<file path="src/rtl/cv_mapper_pkg.sv">
// Shared types and constants for the ColecoVision memory mapper.
// Region and mode encodings match the cfg and region bus values seen by the arbiters.
package cv_mapper_pkg;

  typedef enum logic [2:0] {
    REGION_NONE    = 3'd0,
    REGION_BIOS    = 3'd1,
    REGION_RAM     = 3'd2,
    REGION_CART    = 3'd3,
    REGION_EOS     = 3'd4,
    REGION_WRITER  = 3'd5,
    REGION_EXP_RAM = 3'd6,
    REGION_EXP_ROM = 3'd7
  } region_t;

  typedef enum logic [1:0] {
    MODE_COLECO = 2'd0,
    MODE_SGM    = 2'd1,
    MODE_ADAM   = 2'd2,
    MODE_SG1000 = 2'd3
  } mode_t;

  localparam logic [7:0] PORT_MEMCFG  = 8'h7F;
  localparam logic [7:0] PORT_SGM     = 8'h53;
  localparam logic [9:0] HOTSPOT_BASE = 10'h3FF;

endpackage

</file>
<file path="src/rtl/cv_bus_edge.sv">
// Registers a bus strobe and flags its first active cycle, so a strobe held
// for many clocks still produces exactly one start pulse.
module cv_bus_edge (
  input  logic clk,
  input  logic reset_n,
  input  logic strobe,
  output logic start
);

  logic strobe_q;

  always_ff @(posedge clk) begin
    if (!reset_n) strobe_q <= 1'b0;
    else          strobe_q <= strobe;
  end

  assign start = strobe & ~strobe_q;

endmodule

</file>
<file path="src/rtl/cv_mem_mapper.sv">
// ColecoVision/SGM/ADAM/SG1000 memory mapper: owns all banking state and
// decodes each Z80 memory access into a region, chip enable and physical address.
module cv_mem_mapper
  import cv_mapper_pkg::*;
#(
  parameter int CART_PAGE_BITS = 6,
  parameter int EXP_PAGE_BITS  = 2,
  parameter int PHYS_AW        = 22
) (
  input  logic                      clk_i,
  input  logic                      reset_n_i,
  input  logic [1:0]                mode_i,
  input  logic [CART_PAGE_BITS-1:0] cart_pages_i,
  input  logic [15:0]               a_i,
  input  logic [7:0]                d_i,
  input  logic                      mreq_n_i,
  input  logic                      iorq_n_i,
  input  logic                      rd_n_i,
  input  logic                      wr_n_i,
  input  logic                      rfsh_n_i,
  output logic [2:0]                region_o,
  output logic                      ce_n_o,
  output logic [PHYS_AW-1:0]        phys_addr_o,
  input  logic [EXP_PAGE_BITS-1:0]  exp_page_i,
  output logic                      page_upd_o,
  output logic [7:0]                cfg_o
);

  logic mem_acc, io_wr, mem_start, io_start;

  assign mem_acc = ~mreq_n_i & rfsh_n_i & (~rd_n_i | ~wr_n_i);
  assign io_wr   = ~iorq_n_i & mreq_n_i & ~wr_n_i;

  cv_bus_edge u_mem_edge (
    .clk     (clk_i),
    .reset_n (reset_n_i),
    .strobe  (mem_acc),
    .start   (mem_start)
  );

  cv_bus_edge u_io_edge (
    .clk     (clk_i),
    .reset_n (reset_n_i),
    .strobe  (io_wr),
    .start   (io_start)
  );

  mode_t                     mode_q;
  logic [CART_PAGE_BITS-1:0] megacart_page;
  logic                      bios_en, sgm_ram, page_upd;
  logic [1:0]                lower_mem, upper_mem;
  logic                      megacart_en, hotspot_hit;
  logic [CART_PAGE_BITS-1:0] mask_inc;

  // A contiguous low mask plus one has no bits in common with the mask.
  assign mask_inc    = cart_pages_i + CART_PAGE_BITS'(1);
  assign megacart_en = (mode_q != MODE_SG1000) &&
                       ((cart_pages_i & mask_inc) == '0) &&
                       (cart_pages_i > CART_PAGE_BITS'(1));

  assign hotspot_hit = mem_start && !rd_n_i && megacart_en && (a_i[15:6] == HOTSPOT_BASE);

  always_ff @(posedge clk_i) begin
    if (!reset_n_i) begin
      mode_q        <= mode_t'(mode_i);
      megacart_page <= '0;
      bios_en       <= 1'b1;
      sgm_ram       <= 1'b0;
      page_upd      <= 1'b0;
      if (mode_t'(mode_i) == MODE_ADAM) begin
        lower_mem <= 2'b00;
        upper_mem <= 2'b00;
      end else begin
        lower_mem <= 2'b11;
        upper_mem <= 2'b11;
      end
    end else begin
      page_upd <= 1'b0;
      if (hotspot_hit) begin
        megacart_page <= CART_PAGE_BITS'(a_i[5:0]) & cart_pages_i;
        page_upd      <= 1'b1;
      end
      if (io_start && a_i[7:0] == PORT_MEMCFG) begin
        case (mode_q)
          MODE_COLECO, MODE_SGM: begin
            bios_en  <= d_i[1];
            page_upd <= 1'b1;
          end
          MODE_ADAM: begin
            lower_mem <= d_i[1:0];
            upper_mem <= d_i[3:2];
            page_upd  <= 1'b1;
          end
          default: ;
        endcase
      end
      if (io_start && a_i[7:0] == PORT_SGM && mode_q == MODE_SGM) begin
        sgm_ram  <= d_i[0];
        page_upd <= 1'b1;
      end
    end
  end

  logic                      lower_coleco, upper_coleco;
  logic [CART_PAGE_BITS-1:0] cart_page;
  region_t                   region;
  logic [PHYS_AW-1:0]        phys;

  assign lower_coleco = (mode_q != MODE_ADAM) || (lower_mem == 2'b11);
  assign upper_coleco = (mode_q != MODE_ADAM) || (upper_mem == 2'b11);
  assign cart_page    = a_i[14] ? (megacart_en ? megacart_page : CART_PAGE_BITS'(1))
                                : (megacart_en ? cart_pages_i  : '0);

  always_comb begin
    region = REGION_NONE;
    phys   = '0;
    if (mem_acc) begin
      if (mode_q == MODE_SG1000) begin
        if (a_i[15:14] == 2'b11) begin
          region = REGION_RAM;
          phys   = PHYS_AW'(a_i[9:0]);
        end else begin
          region = REGION_CART;
          phys   = PHYS_AW'(a_i);
        end
      end else if (!a_i[15]) begin
        if (!lower_coleco) begin
          case (lower_mem)
            2'b01: begin
              region = REGION_RAM;
              phys   = PHYS_AW'(a_i[14:0]);
            end
            2'b00: begin
              region = REGION_WRITER;
              phys   = PHYS_AW'(a_i[14:0]);
            end
            default: ;
          endcase
        end else if (a_i[14:13] == 2'b00) begin
          if (bios_en) begin
            region = REGION_BIOS;
            phys   = PHYS_AW'(a_i[12:0]);
          end else if (sgm_ram) begin
            region = REGION_RAM;
            phys   = PHYS_AW'(a_i[14:0]);
          end
        end else if (sgm_ram) begin
          region = REGION_RAM;
          phys   = PHYS_AW'(a_i[14:0]);
        end else if (a_i[14:13] == 2'b11) begin
          region = REGION_RAM;
          phys   = PHYS_AW'(a_i[9:0]);
        end
      end else if (upper_coleco) begin
        region = REGION_CART;
        phys   = PHYS_AW'({cart_page, a_i[13:0]});
      end else begin
        case (upper_mem)
          2'b10: begin
            region = REGION_EXP_RAM;
            phys   = PHYS_AW'({exp_page_i, a_i[14:0]});
          end
          2'b01: begin
            region = REGION_EXP_ROM;
            phys   = PHYS_AW'(a_i[14:0]);
          end
          default: begin
            region = REGION_RAM;
            phys   = PHYS_AW'({1'b1, a_i[14:0]});
          end
        endcase
      end
    end
  end

  logic unused_d;
  assign unused_d = ^d_i[7:4];

  assign region_o    = region;
  assign ce_n_o      = (region == REGION_NONE);
  assign phys_addr_o = phys;
  assign page_upd_o  = page_upd;
  assign cfg_o       = {upper_mem, lower_mem, sgm_ram, bios_en, megacart_en, 1'b0};

endmodule
</file>
<file path="config.mk">
export PLATFORM = sky130hd
export DESIGN_NAME = cv_mem_mapper
export DESIGN_NICKNAME = d
export VERILOG_FILES = /design/src/rtl/cv_mapper_pkg.sv /design/src/rtl/cv_bus_edge.sv /design/src/rtl/cv_mem_mapper.sv
export SDC_FILE = /design/constraint.sdc
export NUM_CORES = 1
export LEC_CHECK = 0
export ABC_AREA = 1
export ABC_CLOCK_PERIOD_IN_PS = 2100
export CORE_MARGIN = 1
export CORE_UTILIZATION = 44
export CTS_CLUSTER_DIAMETER = 50
export DETAILED_ROUTE_END_ITERATION = 8
export GPL_ROUTABILITY_DRIVEN = 0
export GPL_TIMING_DRIVEN = 1
export PLACE_DENSITY = 0.86
export RECOVER_POWER = 50
export SYNTH_ARGS = -nofsm -noshare
export SYNTH_HDL_FRONTEND = slang
export SYNTH_SLANG_ARGS = --single-unit
</file>
<file path="constraint.sdc">
create_clock -name clk_i -period 2.1 [get_ports clk_i]
set_input_delay 0.42 -clock clk_i [delete_from_list [all_inputs] [get_ports clk_i]]
set_output_delay 0.42 -clock clk_i [all_outputs]
set_load 0.01 [all_outputs]
</file>
After elaboration in Yosys (flattened, before gate mapping)

Index checks and enable logic that the tools add are counted.

Reduce and logical (&&, ||, !) cells: 21
Multiplexer cells: 40
Equal/unequal tests: 18
$add $sub $neg: 1
Bitwise operators: 15
Order comparisons: 1

Operators with widths:

| kind                                                                    | count |
|---|---|
| 22-bit 2-to-1 mux                                                       | 5 |
| 15-bit 2-to-1 mux                                                       | 4 |
| 17-bit case mux with 2 select lines                                     | 1 |
| 2-bit 2-to-1 mux                                                        | 11 |
| 20-bit 2-to-1 mux                                                       | 1 |
| 3-bit 2-to-1 mux                                                        | 6 |
| 6-bit 2-to-1 mux                                                        | 3 |
| 2-bit == test, second input constant                                    | 8 |
| 8-bit by 7-bit == test with 1-bit output, second input constant         | 2 |
| 16-bit 2-to-1 mux                                                       | 1 |
| 6-bit bitwise AND                                                       | 2 |
| 3-bit case mux with 2 select lines                                      | 2 |
| 10-bit == test, second input constant                                   | 1 |
| 10-bit 2-to-1 mux                                                       | 1 |
| 1-bit logical AND                                                       | 8 |
| 6-bit by 1-bit adder with 6-bit output, second input constant           | 1 |
| 1-bit bitwise AND                                                       | 6 |
| 2-bit by 1-bit == test with 1-bit output, second input constant         | 3 |
| 6-bit by 1-bit > comparator with 1-bit output, second input constant    | 1 |
| 2-bit zero test                                                         | 3 |
| 6-bit zero test                                                         | 1 |
| 1-bit inverter                                                          | 6 |
| 1-bit 2-to-1 mux                                                        | 5 |
| 2-bit by 1-bit inequality test with 1-bit output, second input constant | 2 |
| other kinds (8)                                                         | 12 |

Input port bits: 41
Output and inout port bits: 35
Register bits: 17
Logic and storage cells: 105

Longest topological paths before layout

Gate-level depths: netlist of run 1.

Depth after elaboration: 11
Gate-level depth with buffers: 9
Depth with buffers taken out: 9

By module

Synthesis of run 1 repeated with hierarchy kept, for this count alone.

Cells, all modules: 245
Area, all modules: 1451.4 um2

By module, submodules not included:

| module        | area an instance (um2) | cells each | times used | sequential area each (um2) |
|---|---|---|---|---|
| cv_mem_mapper | 1376.3                 | 235        | 1          | 360.3 |
| cv_bus_edge   | 37.5                   | 5          | 2          | 20.0 |

Worst setup path before layout of run 1

OpenSTA, ideal clock, no wires.

Kind: input to output
Start: input port rfsh_n_i
End: output port phys_addr_o[15]
Required time: 1.680 ns
Path buffers: 1
Data arrival time: 1.282 ns
Setup slack: 0.398 ns
Cell stages on the path: 7
Path through: inv_1 nor2_1 nand2_1 inv_1 buf_2 o211ai_1 a21oi_1

Word-level cells in the longest chain between the ends: 3

Ends and longest elaborated chain:

| item                           | RTL line             | source |
|---|---|---|
| start, declared                | cv_mem_mapper.sv:20  | `input logic rfsh_n_i,` |
| 1-bit bitwise AND (2 in a row) | cv_mem_mapper.sv:31  | `assign mem_acc = ~mreq_n_i & rfsh_n_i & (~rd_n_i \| ~wr_n_i);` |
| 22-bit 2-to-1 mux              | cv_mem_mapper.sv:117 | `if (mem_acc) begin` |
| end, declared                  | cv_mem_mapper.sv:23  | `output logic [PHYS_AW-1:0] phys_addr_o,` |

No other way between the ends.

Worst setup path after layout of run 1

Start: register mode_q[1]
End: output port phys_addr_o[15]

Word-level cells in the longest chain between the ends: 9
Elaborated cells on any way between the ends: 15
Those cells by class: eq/ne (3); mux (8); reduce/logical (4)

Ends and longest elaborated chain:

| item                                | RTL line                                   | source |
|---|---|---|
| start, declared                     | cv_mem_mapper.sv:48                        | `mode_t mode_q;` |
| start signal, assigned              | cv_mem_mapper.sv:65                        | `mode_q <= mode_t'(mode_i);` |
| 2-bit inequality test               | cv_mem_mapper.sv:57                        | `assign megacart_en = (mode_q != MODE_SG1000) &&` |
| 1-bit logical AND                   | cv_mem_mapper.sv:57                        |  |
| 1-bit logical AND                   | cv_mem_mapper.sv:58                        | `((cart_pages_i & mask_inc) == '0) &&` |
| 6-bit 2-to-1 mux (on tied branches) | cv_mem_mapper.sv:112, cv_mem_mapper.sv:111 |  |
| 6-bit 2-to-1 mux                    | cv_mem_mapper.sv:111                       | `assign cart_page = a_i[14] ? (megacart_en ? megacart_page : CART_PAGE_BITS'(1))` |
| 20-bit 2-to-1 mux                   | cv_mem_mapper.sv:154                       | `end else if (upper_coleco) begin` |
| 22-bit 2-to-1 mux                   | cv_mem_mapper.sv:126                       | `end else if (!a_i[15]) begin` |
| 22-bit 2-to-1 mux (*)               | cv_mem_mapper.sv:118                       | `if (mode_q == MODE_SG1000) begin` |
| 22-bit 2-to-1 mux (*)               | cv_mem_mapper.sv:117                       |  |

Every way passes the cells marked *; elsewhere a longest branch is shown, timed or not.

==> impl_metrics.json, run 1 <==
{
  "status": "finished, violations left",
  "violations": "setup timing",
  "cp_max_fo": 3,
  "cts.path.max_buffers": 2,
  "fmax_mhz": 442,
  "grt_antenna_before_repair": 0,
  "ant_nets": 0,
  "vias": 2420,
  "cp.arrival_ps": 1840,
  "drc": 0,
  "synth.distinct_cells": 27,
  "ys.flop_type": "dfxtp_1",
  "vias_per_cell": 5.71,
  "finalSetupViolCount": 24,
  "netlist_area_um2": 1570,
  "initial_core_util_pct": 46.4,
  "wire_per_inst_um": 16.9,
  "cts_tree": "yes",
  "htree_levels": 1,
  "fin_crit_ps": 2260,
  "hold_path.class": "flip-flop to flip-flop",
  "grt_pass1_wl_um": 8580,
  "fin_skew_ps": 12.6,
  "hold_viol": 0,
  "endpoint_kind": "primary output",
  "power_mw": 1.01,
  "start_kind": "flip-flop",
  "avgSynthCellArea_um2": 5.93,
  "insertedDiodeCount": 0,
  "hpwl_um": 3960,
  "gr-max-usage-layer": "met2",
  "grt_pass1_vias": 1936,
  "syn_inst": 265,
  "yosys_warnings": 0,
  "fp.dieArea_um2": 3820,
  "dr.pass1.iters": 7,
  "drt_wl_total_um": 7170,
  "synth_top_area_share_pct": 18.6,
  "cts_sinks": 17,
  "cp.required_ps": 1680,
  "rsz0062_at_grt": "true",
  "num_rows": 21,
  "setup_tns_ps": -2120,
  "final_nets": 423,
  "synth.largest_area_cell": "nand2_1",
  "grtUsageTotal_pct": 30.4,
  "final_cell_mix": "nand2_1 (75), buf_4 (38), inv_1 (36), clkdlybuf4s50_1 (30), nor2_1 (29)",
  "first_iter_violations": 350,
  "clk_latency_ps": 300,
  "timing.hold.ws_ps": 520,
  "gr-usage-met1_pct": 38.5,
  "drive_gt1_share_pct": 31.2,
  "clkTransAtPathRegs_ps": 110,
  "timing.final.crit_share_pct": 108,
  "gr-total-overflow": 0,
  "syn_to_final_growth_pct": 73.3,
  "coreArea_um2": 3390,
  "grt_max_degree": 12,
  "grtUsageMet2_pct": 51.9,
  "final_common_cell": "nand2_1",
  "die_h_um": 61.8,
  "ir_drop_mv": 0.432,
  "ys_ff_latch": 17,
  "p_leak_nw": 1.34,
  "async_flop_share_pct": 0,
  "cts_buffers": 3,
  "final_max_slew_viol_count": 0,
  "synth_edf_count": 6,
  "grtUsageMet3_pct": 4.76,
  "ys_seq_area_share_pct": 25.5,
  "die_width_um": 61.8,
  "drv_cap": 0,
  "power.density_nw_per_um2": 370,
  "port_buffers": 68,
  "synth_area_leaders": "nand2_1 (19%), dfxtp_1 (14%), edfxtp_1 (11%), inv_1 (10%), nor2_1 (7.6%)",
  "criticalPathCategory": "flip-flop to primary output",
  "io-pin-count": 76,
  "root_buffer": "clkbuf_4",
  "worst_slack_ps": -163
}
[area by class of cell]
cell class | count | area (um^2)
Fill cell | 232 | 664
Clock buffer | 3 | 22.5
Inverter | 43 | 164
Clock inverter | 1 | 7.51
Multi-Input combinational cell | 197 | 1080
Sequential cell | 17 | 400
Tap cell | 46 | 57.6
Timing Repair Buffer | 117 | 990
[worst max-delay path, cell delays in order, from the launching register on]
cell and delay [ps]:
edfxtp_1 530, nand2_4 170, buf_12 120, nor2_4 40, buf_4 150, a21boi_0 260
a21oi_2 110, buf_2 150
[per-layer routing]
metal	up-vias	routed length, um	share of wire (%)
met3	68	760	11
met4	0	462	6.4
li1	1057	-	-
met5	-	0	0
met2	224	3300	46
met1	1071	2650	37
[state kept, by name, summed over array words and instances (netlist names)]
register	count
page_upd_o	1
sgm_ram	1
u_io_edge.strobe_q	1
mode_q	2
u_mem_edge.strobe_q	1
bios_en	1
lower_mem	2
megacart_page	6
upper_mem	2
[cell families (layout without fill, tap and decap cells)]
| group | after synthesis | after routing | synth area share, % |
|---|---|---|---|
| buf+inv | 54 | 164 | 15.0 |
| simple gates | 157 | 158 | 46.0 |
| compound gates | 33 | 33 | 11.0 |
| flops | 17 | 17 | 25.5 |
| other cells | 1 | 3 | 0.238 |
| fa+ha+maj | 3 | 3 | 2.39 |
[synthesized netlist by cell type (all sizes together), types with 3 or more instances]
cell type,n
a21oi,16
inv,43
nand3b,4
o21ai,14
nand2,82
ha,3
nand4,9
nor2,37
buf,9
edfxtp,6
dfxtp,11
nand3,24
[path summary, 6_finish.rpt]
check / from / endpoint / slack (ps) / cells after the start
worst max-delay path: mode_q[1] / phys_addr_o[15] / -160 / 7
worst min-delay path: megacart_page[4] / megacart_page[4] / 520 / 4
worst max register to register: mode_q[1] / megacart_page[3] / 440 / 9
worst min register to register: megacart_page[4] / megacart_page[4] / 520 / 4
[power by group]
| part | total [mW] | internal, mW | switching (mW) |
|---|---|---|---|
| registers | 0.373 | 0.355 | 0.0182 |
| clock network | 0.187 | 0.0726 | 0.114 |
| logic | 0.449 | 0.210 | 0.240 |
[through the flow]
step           instances  setup WS, ps  utilization [%]  cell area [um^2]
4_1_cts              421         -28.4             78.0              2640
2_1_floorplan        267           398                -              1580
6_report             424          -163             80.4              2730
3_5_place_dp         410          -556             75.5              2560
5_1_grt              424          -330             80.4              2730
3_3_place_gp         410          -524             75.5              2560
[timing repair]
item | 4_1_cts | 5_1_grt
endpoints found under the setup margin | 25 | 25
gates cloned | 2 | 0
resized for setup | 125 | 26
pin swaps | 14 | 11
hold buffers | 0 | 0
buffers inserted | 5 | 3
No activity file was read; power rests on OpenSTA's default activity.
==> run 2, diff against run 1 <==
- ABC_AREA: 1 -> default
- ABC_CLOCK_PERIOD_IN_PS: 2100 -> 2500
- CORE_UTILIZATION: 44 -> 39
- PLACE_DENSITY: 0.86 -> 0.8
- clock period: 2.1 -> 2.5 ns (I/O delays scaled with it)
==> run 2 against run 1 <==
Effect of this change: the flow now finishes without violations; area after synthesis fell by 9.3%; setup slack gained 210 ps; flip-flop and latch count did not move; worst hold slack lost 59 ps; final area shrank 9.0%; critical endpoint is now phys_addr_o[18].
==> impl_metrics.json, run 2 <==
{
  "place_inst": 309,
  "cp.required_ps": 2000,
  "criticalPathCategory": "input pin to primary output",
  "cts_sinks": 17,
  "ys.flop_type": "dfxtp_1",
  "grt_antenna_before_repair": 0,
  "final_max_slew_viol_count": 0,
  "ant_nets": 0,
  "synth_edf_count": 6,
  "internal_power_mw": 0.525,
  "dr.pass1.iters": 4,
  "power.density_nw_per_um2": 308,
  "drc": 0,
  "drt_wl_total_um": 4670,
  "p_comb_share_pct": 39.9,
  "cts_buffers": 3,
  "p_seq_share_pct": 40.1,
  "num_rows": 21,
  "ys_seq_area_share_pct": 28.1,
  "ys_ff_latch": 17,
  "syn_inst": 177,
  "htree_levels": 1,
  "syn_to_final_growth_pct": 73.9,
  "grt_pass1_wl_um": 7310,
  "final_cell_mix": "buf_4 (33), clkdlybuf4s50_1 (23), nand2_1 (14), nand3_1 (13)",
  "grt_pass1_vias": 1613,
  "io-pin-count": 76,
  "initial_core_util_pct": 41.8,
  "fin_skew_ps": 5.58,
  "clock_power_share_pct": 20.1,
  "cts_hold_buf": 0,
  "fmax_mhz": 408,
  "vias_per_cell": 5.14,
  "clkTransAtPathRegs_ps": 110,
  "cts.path.max_buffers": 2,
  "finalSetupViolCount": 0,
  "cp_max_fo": 4,
  "swShare_pct": 31.4,
  "setup_tns_ps": 0,
  "endpoint_kind": "primary output",
  "largest-register": "megacart_page",
  "hold_path.class": "flip-flop to flip-flop",
  "relSlewSlack_pct": 63.6,
  "synth.distinct_cells": 42,
  "status": "complete, no violations",
  "synth_area_leaders": "dfxtp_1 (15%), edfxtp_1 (13%), mux2i_1 (7.7%), and2_1 (7.0%), a21oi_1 (5.3%)",
  "post-route-util_pct": 72.6,
  "synth_common_cells": "and2_1 (16), a21oi_1 (15), nand2_1 (14)",
  "port_buffers": 68,
  "die_width_um": 62.5,
  "insertedDiodeCount": 0,
  "start_kind": "input pin",
  "fp.dieArea_um2": 3900,
  "tightest_slew_ps": 545,
  "gr-total-overflow": 0,
  "drive_gt1_share_pct": 31.2,
  "drv_cap": 0,
  "ir_drop_mv": 0.213,
  "power_mw": 0.764,
  "async_flop_share_pct": 0,
  "fillerInstances": 276,
  "hpwl_um": 3140,
  "die_h_um": 62.5,
  "yosysMostFrequentCell": "and2_1",
  "p_leak_nw": 1.13,
  "grtUsageTotal_pct": 23.2,
  "synth.largest_area_cell": "dfxtp_1",
  "hold_viol": 0,
  "grt_max_degree": 19,
  "coreArea_um2": 3420,
  "yosys_warnings": 0,
  "largest_register_ffs": 6,
  "netlist_area_um2": 1430,
  "root_buffer": "clkbuf_4",
  "switchingPower_mw": 0.240,
  "timing.final.crit_share_pct": 97.9,
  "final_common_cell": "buf_4",
  "clk_latency_ps": 300,
  "fin_cells": 325,
  "vias": 1670,
  "fin_crit_ps": 2450,
  "cts_tree": "yes",
  "synth_top_area_share_pct": 15.4,
  "final_nets": 324,
  "cp.arrival_ps": 1950,
  "avgSynthCellArea_um2": 8.06,
  "first_iter_violations": 87,
  "wire_per_inst_um": 14.4
}
-- run 2: changes by cell type after synthesis, moves of 4 or more --
cell,delta
nor2_4,-4
nand2b_1,+5
o21ai_0,-9
nor2_1,-20
and2_1,+16
nor3b_1,+5
inv_1,-34
nand3_1,-9
nand4_1,-5
nand2_1,-64
nand3b_1,-4
mux2i_1,+11
-- run 2: area by class of cell --
| type | count | area (um^2) | share of cell area, % |
|---|---|---|---|
| sequential | 17 | 400 | 16.1 |
| tap | 46 | 57.6 | 2.32 |
| timing repair buffer | 110 | 961 | 38.7 |
| multi-input combinational | 139 | 1000 | 40.3 |
| clock buffer | 3 | 22.5 | 0.908 |
| inverter | 9 | 33.8 | 1.36 |
| clock inverter | 1 | 5.00 | 0.202 |
-- run 2: routing by layer --
metal  part of all wire, %  routed length, um  track usage [%]  vias to the layer above
li1                      -                  -                -                      833
met1                    43               2010             30.5                      773
met2                    51               2390             39.9                       57
met3                   4.6                216             2.37                        7
met4                   1.2                 57             6.10                        0
met5                     0                  0                0                        -
-- run 2: cells by family after synthesis --
group           share of synthesized area, %
compound gates                          14.5
fa+ha+maj                               2.63
buf+inv                                 8.07
flops                                   28.1
mux                                     9.30
other cells                            0.263
simple gates                            37.2
-- run 2: final timing paths --
check	startpoint	endpoint	slack (ps)	depth (start not counted)
worst max-delay path	rfsh_n_i	phys_addr_o[18]	50	8
worst min-delay path	megacart_page[1]	megacart_page[1]	460	2
worst max register to register	mode_q[0]	megacart_page[5]	540	7
worst min register to register	megacart_page[1]	megacart_page[1]	460	2
-- run 2: worst max-delay path, cell delays in order --
cell and delay, ps:
clkdlybuf4s50_1 460, and2b_2 190, and2_4 160, nand4_1 130
buf_4 190, buf_4 120, nor2_1 70, buf_2 140
-- run 2: power by group through the flow --
| stage | clock network [mW] | logic, mW | registers, mW |
|---|---|---|---|
| 5_1_grt | 0.167 | 0.329 | 0.307 |
| 2_1_floorplan | 0 | 0.113 | 0.315 |
| 3_5_place_dp | 0 | 0.275 | 0.312 |
| 6_report | 0.153 | 0.305 | 0.307 |
| 4_1_cts | 0.157 | 0.288 | 0.305 |
| 3_3_place_gp | 0 | 0.272 | 0.312 |
-- run 2: timing repair --
item | CTS | global route
resized for setup | 92 | 27
endpoints found under the setup margin | 25 | 22
buffers inserted | 9 | 5
pin swaps | 8 | 7
-- run 2: through the flow --
stage          hold WS (ps)  setup WS, ps  instance area, um^2
2_1_floorplan           431           473                 1430
3_5_place_dp            448          -511                 2330
5_1_grt                 483         -12.5                 2480
6_report                461          51.5                 2480
3_3_place_gp            442          -513                 2330
4_1_cts                 464          -124                 2420
